### src/rtl/uart_reg_responder.sv
// Byte-command responder on the user side of a UART FIFO pair: 'W' addr data / 'R' addr against a small register file.
// Replies one byte per frame. Frames that stall mid-way are dropped after an inter-byte timeout.
module uart_reg_responder #(
  parameter int NREG_AW   = 2,
  parameter int TO_CYCLES = 1000000,
  parameter int TO_W      = 20
) (
  input  logic                        clk,
  input  logic                        reset,
  input  logic                        rx_empty,
  input  logic [7:0]                  r_data,
  output logic                        rd_uart,
  input  logic                        tx_full,
  output logic                        wr_uart,
  output logic [7:0]                  w_data,
  output logic [8*(2**NREG_AW)-1:0]   regs,
  output logic                        busy,
  output logic [7:0]                  err_cnt
);

  localparam int NREG = 2**NREG_AW;
  localparam logic [7:0] CMD_W     = 8'h57;
  localparam logic [7:0] CMD_R     = 8'h52;
  localparam logic [7:0] RSP_OK    = 8'h4B;
  localparam logic [7:0] RSP_BAD   = 8'h3F;
  localparam logic [7:0] RSP_RANGE = 8'h21;
  localparam logic [TO_W-1:0] TO_LAST = TO_W'(TO_CYCLES - 1);

  typedef enum logic [1:0] {IDLE, ADDR, DATA, SEND} state_t;

  state_t                   state_q;
  logic [7:0]               cmd_q;
  logic [7:0]               addr_q;
  logic [7:0]               resp_q;
  logic [TO_W-1:0]          to_cnt_q;
  logic [NREG-1:0][7:0]     regs_q;
  logic [7:0]               err_cnt_q;

  logic in_frame;
  logic rx_addr_ok;
  logic q_addr_ok;
  logic rx_is_cmd;
  logic timeout;
  logic err_inc;

  assign in_frame   = (state_q == ADDR) || (state_q == DATA);
  assign rx_addr_ok = ((r_data >> NREG_AW) == 8'd0);
  assign q_addr_ok  = ((addr_q >> NREG_AW) == 8'd0);
  assign rx_is_cmd  = (r_data == CMD_W) || (r_data == CMD_R);
  assign timeout    = in_frame && rx_empty && (to_cnt_q == TO_LAST);

  assign rd_uart = ~reset & ~rx_empty & (state_q != SEND);
  assign wr_uart = ~reset & ~tx_full  & (state_q == SEND);
  assign w_data  = resp_q;
  assign busy    = (state_q != IDLE);
  assign regs    = regs_q;
  assign err_cnt = err_cnt_q;

  // All error sources are mutually exclusive within a cycle, so one increment suffices.
  always_comb begin
    err_inc = 1'b0;
    if (rd_uart) begin
      unique case (state_q)
        IDLE:    err_inc = ~rx_is_cmd;
        ADDR:    err_inc = (cmd_q == CMD_R) && ~rx_addr_ok;
        DATA:    err_inc = ~q_addr_ok;
        default: err_inc = 1'b0;
      endcase
    end else if (timeout) begin
      err_inc = 1'b1;
    end
  end

  always_ff @(posedge clk) begin
    if (reset) begin
      state_q   <= IDLE;
      cmd_q     <= 8'h00;
      addr_q    <= 8'h00;
      resp_q    <= 8'h00;
      to_cnt_q  <= '0;
      regs_q    <= '0;
      err_cnt_q <= 8'h00;
    end else begin
      if (err_inc && (err_cnt_q != 8'hFF))
        err_cnt_q <= err_cnt_q + 8'd1;

      unique case (state_q)
        IDLE: begin
          to_cnt_q <= '0;
          if (rd_uart) begin
            if (rx_is_cmd) begin
              cmd_q   <= r_data;
              state_q <= ADDR;
            end else begin
              resp_q  <= RSP_BAD;
              state_q <= SEND;
            end
          end
        end
        ADDR: begin
          if (rd_uart) begin
            to_cnt_q <= '0;
            addr_q   <= r_data;
            if (cmd_q == CMD_R) begin
              resp_q  <= rx_addr_ok ? regs_q[r_data[NREG_AW-1:0]] : RSP_RANGE;
              state_q <= SEND;
            end else begin
              state_q <= DATA;
            end
          end else if (timeout) begin
            to_cnt_q <= '0;
            state_q  <= IDLE;
          end else begin
            to_cnt_q <= to_cnt_q + 1'b1;
          end
        end
        DATA: begin
          if (rd_uart) begin
            to_cnt_q <= '0;
            if (q_addr_ok) begin
              regs_q[addr_q[NREG_AW-1:0]] <= r_data;
              resp_q <= RSP_OK;
            end else begin
              resp_q <= RSP_RANGE;
            end
            state_q <= SEND;
          end else if (timeout) begin
            to_cnt_q <= '0;
            state_q  <= IDLE;
          end else begin
            to_cnt_q <= to_cnt_q + 1'b1;
          end
        end
        SEND: begin
          to_cnt_q <= '0;
          if (wr_uart)
            state_q <= IDLE;
        end
        default: state_q <= IDLE;
      endcase
    end
  end

endmodule

### config.mk
export PLATFORM = sky130hd
export DESIGN_NAME = uart_reg_responder
export DESIGN_NICKNAME = d
export VERILOG_FILES = /design/src/rtl/uart_reg_responder.sv
export SDC_FILE = /design/constraint.sdc
export NUM_CORES = 1
export LEC_CHECK = 0
export BUFFER_PORTS_ARGS = -buffer_cell sky130_fd_sc_hd__buf_2
export CORE_MARGIN = 5
export CORE_UTILIZATION = 50
export DETAILED_ROUTE_END_ITERATION = 16
export PLACE_DENSITY = 0.72
export SKIP_CTS_REPAIR_TIMING = 1
export SLEW_MARGIN = 20
export SYNTH_ARGS = -nofsm -noshare
export SYNTH_HDL_FRONTEND = slang
export SYNTH_SLANG_ARGS = --single-unit
### constraint.sdc
create_clock -name clk -period 2.69 [get_ports clk]
set_input_delay 0.269 -clock clk [delete_from_list [all_inputs] [get_ports clk]]
set_output_delay 0.269 -clock clk [all_outputs]
set_load 0.01 [all_outputs]
# After elaboration in Yosys (flattened, before gate mapping)
# Index checks and enable logic that the tools add are counted.
op_classes:
  n_reduce_logical: 19
  bitwise: 10
  n_addsub: 2
  mux: 27
  order_cmp: 3
  n_eq_ne: 15
ops:
  columns: ["op", "count"]
  rows:
  - ["2-to-1 mux 8 bit", 8]
  - ["2-to-1 mux 20 bit", 2]
  - ["case mux 20 bit (2 select lines)", 1]
  - ["bitwise mux 32 bit", 1]
  - ["== test 8 x 7 -> 1 bit, second input constant", 3]
  - ["case mux 8 bit (3 select lines)", 1]
  - ["adder 20 x 1 -> 20 bit, second input constant", 1]
  - ["== test 20 bit, second input constant", 1]
  - ["binary-select mux 8 bit (select 2 bit)", 1]
  - ["demux 8 bit (select 2 bit)", 1]
  - ["zero test 8 bit", 2]
  - ["2-to-1 mux 2 bit", 6]
  - ["inequality test 2 bit, second input constant", 6]
  - ["adder 8 x 1 -> 8 bit, second input constant", 1]
  - ["inequality test 8 bit, second input constant", 1]
  - ["case mux 2 bit (4 select lines)", 1]
  - ["2-to-1 mux 7 bit", 1]
  - ["< comparator 2 x 3 -> 1 bit, second input constant", 2]
  - ["NOT 1 bit", 6]
  - ["AND reduction 3 bit", 2]
  - ["AND reduction 6 bit", 1]
  - ["logical AND 1 bit", 5]
  - ["AND 1 bit", 4]
  - ["== test 2 bit, second input constant", 2]
  - ["other kinds (11)", 16]
word_totals:
  in_bits: 12
  word_cells: 86
  ff_bits: 86

# Logic depth before layout (Yosys ltp)
depth:
  word_depth: 7
  depth_mapped: 9

# Worst setup path before layout
# OpenSTA, ideal clock, no wires.
synth_path:
  path_type: "reg-to-reg"
  startpoint: "reg state_q[0]"
  endpoint: "reg err_cnt_q[6] (netlist: err_cnt[6])"
  period_less_slack_ns: 2.209
  path_buffers: 0
  stages_incl_launch_ff: 9
  setup_ns: 0.115
  slack_ns: 0.481
  arrival_ns: 2.093
  cell_sequence: "dfxtp_1 > inv_1 > ha_1 > nor4b_1 > nand2_1 > nor4_4 > a21oi_2 > or4b_1 > and3_1"
synth_between:
  elab_chain_cells: 7
  word_cells_on_any_way: 12
synth_lines:
  columns: ["element", "line", "text"]
  rows:
  - ["start, declared", "31", "state_t state_q;"]
  - ["start signal, assigned", "76", "state_q <= IDLE;"]
  - ["start signal, assigned", "93", "state_q <= ADDR;"]
  - ["start signal, assigned", "96", "state_q <= SEND;"]
  - ["== test 2 x 1 -> 1 bit / == test 2 bit (equally long branches)", "46, 63", null]
  - ["logical OR 1 bit", "46", "assign in_frame = (state_q == ADDR) || (state_q == DATA);"]
  - ["logical AND 1 bit (2 in series)", "50", "assign timeout = in_frame && rx_empty && (to_cnt_q == TO_LAST);"]
  - ["2-to-1 mux 1 bit", "69", "end else if (timeout) begin"]
  - ["2-to-1 mux 1 bit *", "62", "if (rd_uart) begin"]
  - ["logical AND 1 bit *", "84", "if (err_inc && (err_cnt_q != 8'hFF))"]
  - ["end signal, assigned", "85", "err_cnt_q <= err_cnt_q + 8'd1;"]
  - ["end, declared", "37", "logic [7:0] err_cnt_q;"]
# Mark *: on every way between the ends. The rest lies on a longest branch, timed or not.
# A chain may end at the register's enable or synchronous reset.

# Worst setup path in the final report
layout_path:
  startpoint: "reg state_q[0]"
  endpoint: "reg err_cnt_q[3] (netlist: err_cnt[3])"
# The elaborated chain is that of the path after synthesis.

==> flow_metrics.py <==
metrics = {
    "detailed_routing": {
        "viasPerCell": 5.39,
        "drtIter0Drc": 142,
        "drc": 0,
        "wire_per_inst_um": 14.9,
        "wl_um": 8790,
        "vias": 3176,
        "drtPass1Iterations": 5,
        "antenna_left": 0,
    },
    "setup_path": {
        "crit_slowest_cell": "or4_1",
        "cp_slowest_stage_delay_ps": 460,
        "ff2ff_path_depth": 9,
        "r2r-end": "err_cnt[3]",
        "reg2reg_slack_ps": 200,
        "arrival_ps": 2790,
        "path_cells": "inv_1, ha_1, nor4b_2, nand2_1, nor4_4, a21oi_2, buf_4, or4_1, a21oi_1",
        "cp_data_required_time_ps": 3000,
        "start_kind": "flop",
        "path_class": "reg2reg",
        "reg2reg_from": "state_q[0]",
        "worstSetupEndpointType": "flop",
        "cp_max_fo": 9,
    },
    "timing": {
        "worst_pin_slew_ps": 681,
        "finalHoldViolations": 0,
        "report.final.slew_viol_count": 0,
        "rsz0062_at_grt": "no",
        "maxSlewHeadroom": 0.546,
        "fin_crit_ps": 2490,
        "worst_hold_slack_ps": 199,
        "finalClockSkew_ps": 12.9,
        "fmax_mhz": 402,
        "tns_ps": 0,
        "period_share": 0.925,
        "finalSetupViolCount": 0,
    },
    "cts": {
        "clk_pin_slew_worst_paths_ps": 90,
        "cts_buffer_depth": 2,
        "cts_max_level": 3,
        "insertion_delay_ps": 370,
        "cts_made_buffers": 9,
        "cts.sinks": 86,
        "cts_tree": "yes",
        "clockRootBuffer": "clkbuf_8",
    },
    "synth": {
        "synth-edff-count": 0,
        "ys_seq_elements": 86,
        "synthesis.nets": 440,
        "yosys.area.top_type": "dfxtp_1",
        "yosysSeqAreaShare": 0.445,
        "synth_top_area_share": 0.445,
        "yosys-top-cells-area": "dfxtp_1 44%, mux2i_1 7.2%, nor2_1 6.4%",
        "syn_area_um2": 3870,
        "postSynthCellCount": 422,
        "synth_cell_types": 53,
        "yosysWarnings": 0,
        "avgSynthCellArea_um2": 9.18,
        "synth_ff_type": "dfxtp_1",
        "async_flop_share": 0,
    },
    "placement": {
        "io_buffers": 62,
        "hpwl_um": 6370,
        "dp_cells": 573,
        "place_congestion": 0.763,
    },
    "job": {
        "drv_cap": 0,
    },
    "global_route": {
        "grt_start_max_net_pins": 69,
        "grt_pass1_vias": 3124,
        "antenna_found_initial": 0,
        "grt_usage": 0.192,
        "gr-total-overflow": 0,
        "grt_pass1_wl_um": 15200,
    },
    "floorplanning": {
        "core_um2": 7650,
        "io_pins": 63,
        "die_h_um": 98.0,
        "rows": 32,
        "dieArea_um2": 9600,
        "die_w_um": 98.0,
        "initial_core_util": 0.506,
    },
    "finish": {
        "utilization": 0.585,
        "diodes": 0,
        "layoutNonFillerInstCount": 589,
        "layout-drive-gt1-share": 0.230,
        "nets": 500,
        "areaGrowthSynthToFinish_pct": 15.5,
    },
    "hold_path": {
        "worstHoldPathCells": 3,
        "hold_path.startpoint": "r_data[3]",
        "hold-path-endpoint": "regs[27]",
        "worst_hold_path_type": "in2reg",
    },
    "power": {
        "vdd_ir_drop_max_mv": 0.290,
        "p_leak_nw": 1.73,
        "powerDensity_nw_per_um2": 534,
    },
    "run_status": {
        "status": "finished, final reports clean",
    },
}
cell families (layout without fill, tap and decap cells):
kind of cell,after synthesis,count (layout),share of synthesized area
muxes,37,37,0.122
DFF,86,86,0.445
and+or+nand+nor,185,185,0.245
buffers and inverters,32,97,0.0359
adders and majority gates,6,6,0.0194
AOI/OAI and AO/OA,57,57,0.0905
xor gates and xnor gates,19,19,0.0430
worst max-delay path by stage:
stage	start	end	slack, ps	cells after the start
final	state_q[0]	err_cnt[3]	200	9
after detailed placement	state_q[0]	err_cnt[3]	180	9
after floorplan	state_q[0]	err_cnt[6]	480	8
after global routing	state_q[0]	err_cnt[3]	40	9
after global placement	state_q[0]	err_cnt[3]	230	9
after CTS	state_q[0]	err_cnt[3]	150	9
final cells by class:
| type | count | area (µm²) |
|---|---|---|
| Sequential cell | 86 | 1720 |
| Fill cell | 704 | 3180 |
| Timing Repair Buffer | 71 | 378 |
| Inverter | 10 | 37.5 |
| Tap cell | 102 | 128 |
| Multi-Input combinational cell | 304 | 2020 |
| Clock inverter | 6 | 45.0 |
| Clock buffer | 10 | 138 |
cells in the mapped netlist (2+ instances only):
master	count
mux2i_1	28
inv_1	10
nand3_1	20
mux4_2	8
nor3b_1	4
o41ai_1	2
nand2_1	53
clkbuf_1	14
or3_1	3
a21oi_1	29
nor4_4	3
nor4_1	2
o21ai_0	9
nor4b_1	4
nand4_1	4
buf_2	6
nor2_1	66
and3_1	6
nor3_1	2
and4_1	2
xnor2_1	6
dfxtp_1	86
xor2_1	13
o31ai_1	2
a31o_2	4
or4_1	4
ha_1	6
report_power, final:
part,leakage (nW),switching (mW),internal (mW)
Sequential,0.695,0.0174,1.30
Clock,0.0970,0.471,0.367
Combinational,0.937,0.148,0.0896
metal layers:
layer	GRT usage	part of all wire
met1	0.261	0.46
met2	0.298	0.46
met3	0.0457	0.060
met4	0.0682	0.014
met5	0	0
stage by stage:
| stage | power, mW | worst slack [ps] | instance area [µm²] |
|---|---|---|---|
| 2_1_floorplan | 1.50 | 481 | 3870 |
| 3_3_place_gp | 1.57 | 232 | 4280 |
| 3_5_place_dp | 1.58 | 178 | 4280 |
| 4_1_cts | 2.41 | 148 | 4470 |
| 5_1_grt | 2.50 | 44.0 | 4470 |
| 6_report | 2.39 | 203 | 4470 |
worst max-delay path: cells and delay by family (launching register included):
kind            cells  cell delay (ps)
compound gates      2              270
fa+ha+maj           1              390
buf+inv             2              280
flops               1              410
simple gates        4             1070
cell usage in the layout, fill, tap and decap left out, drive strengths merged, types with 2 or more instances in the layout:
cell / netlist / layout
mux4: 8 / 8
and3: 6 / 6
nor3b: 4 / 4
nor4: 5 / 5
or3: 4 / 4
nand4: 4 / 4
inv: 10 / 12
nor3: 2 / 2
nor2: 67 / 67
o21ai: 10 / 10
or4: 5 / 5
o311ai: 2 / 2
clkinv: 0 / 4
a31o: 4 / 4
buf: 8 / 71
o31ai: 3 / 3
nor4b: 4 / 4
a21oi: 30 / 30
o41ai: 2 / 2
ha: 6 / 6
and4: 3 / 3
nand3: 20 / 20
xor2: 13 / 13
clkbuf: 14 / 10
nand2: 54 / 54
dfxtp: 86 / 86
mux2i: 28 / 28
xnor2: 6 / 6
state kept, by name (all words and copies together) (netlist names):
signal    cells
regs         32
to_cnt_q     20
addr_q        8
cmd_q         8
err_cnt       8
w_data        8
state_q       2
Power figures use the tool's default switching activity.
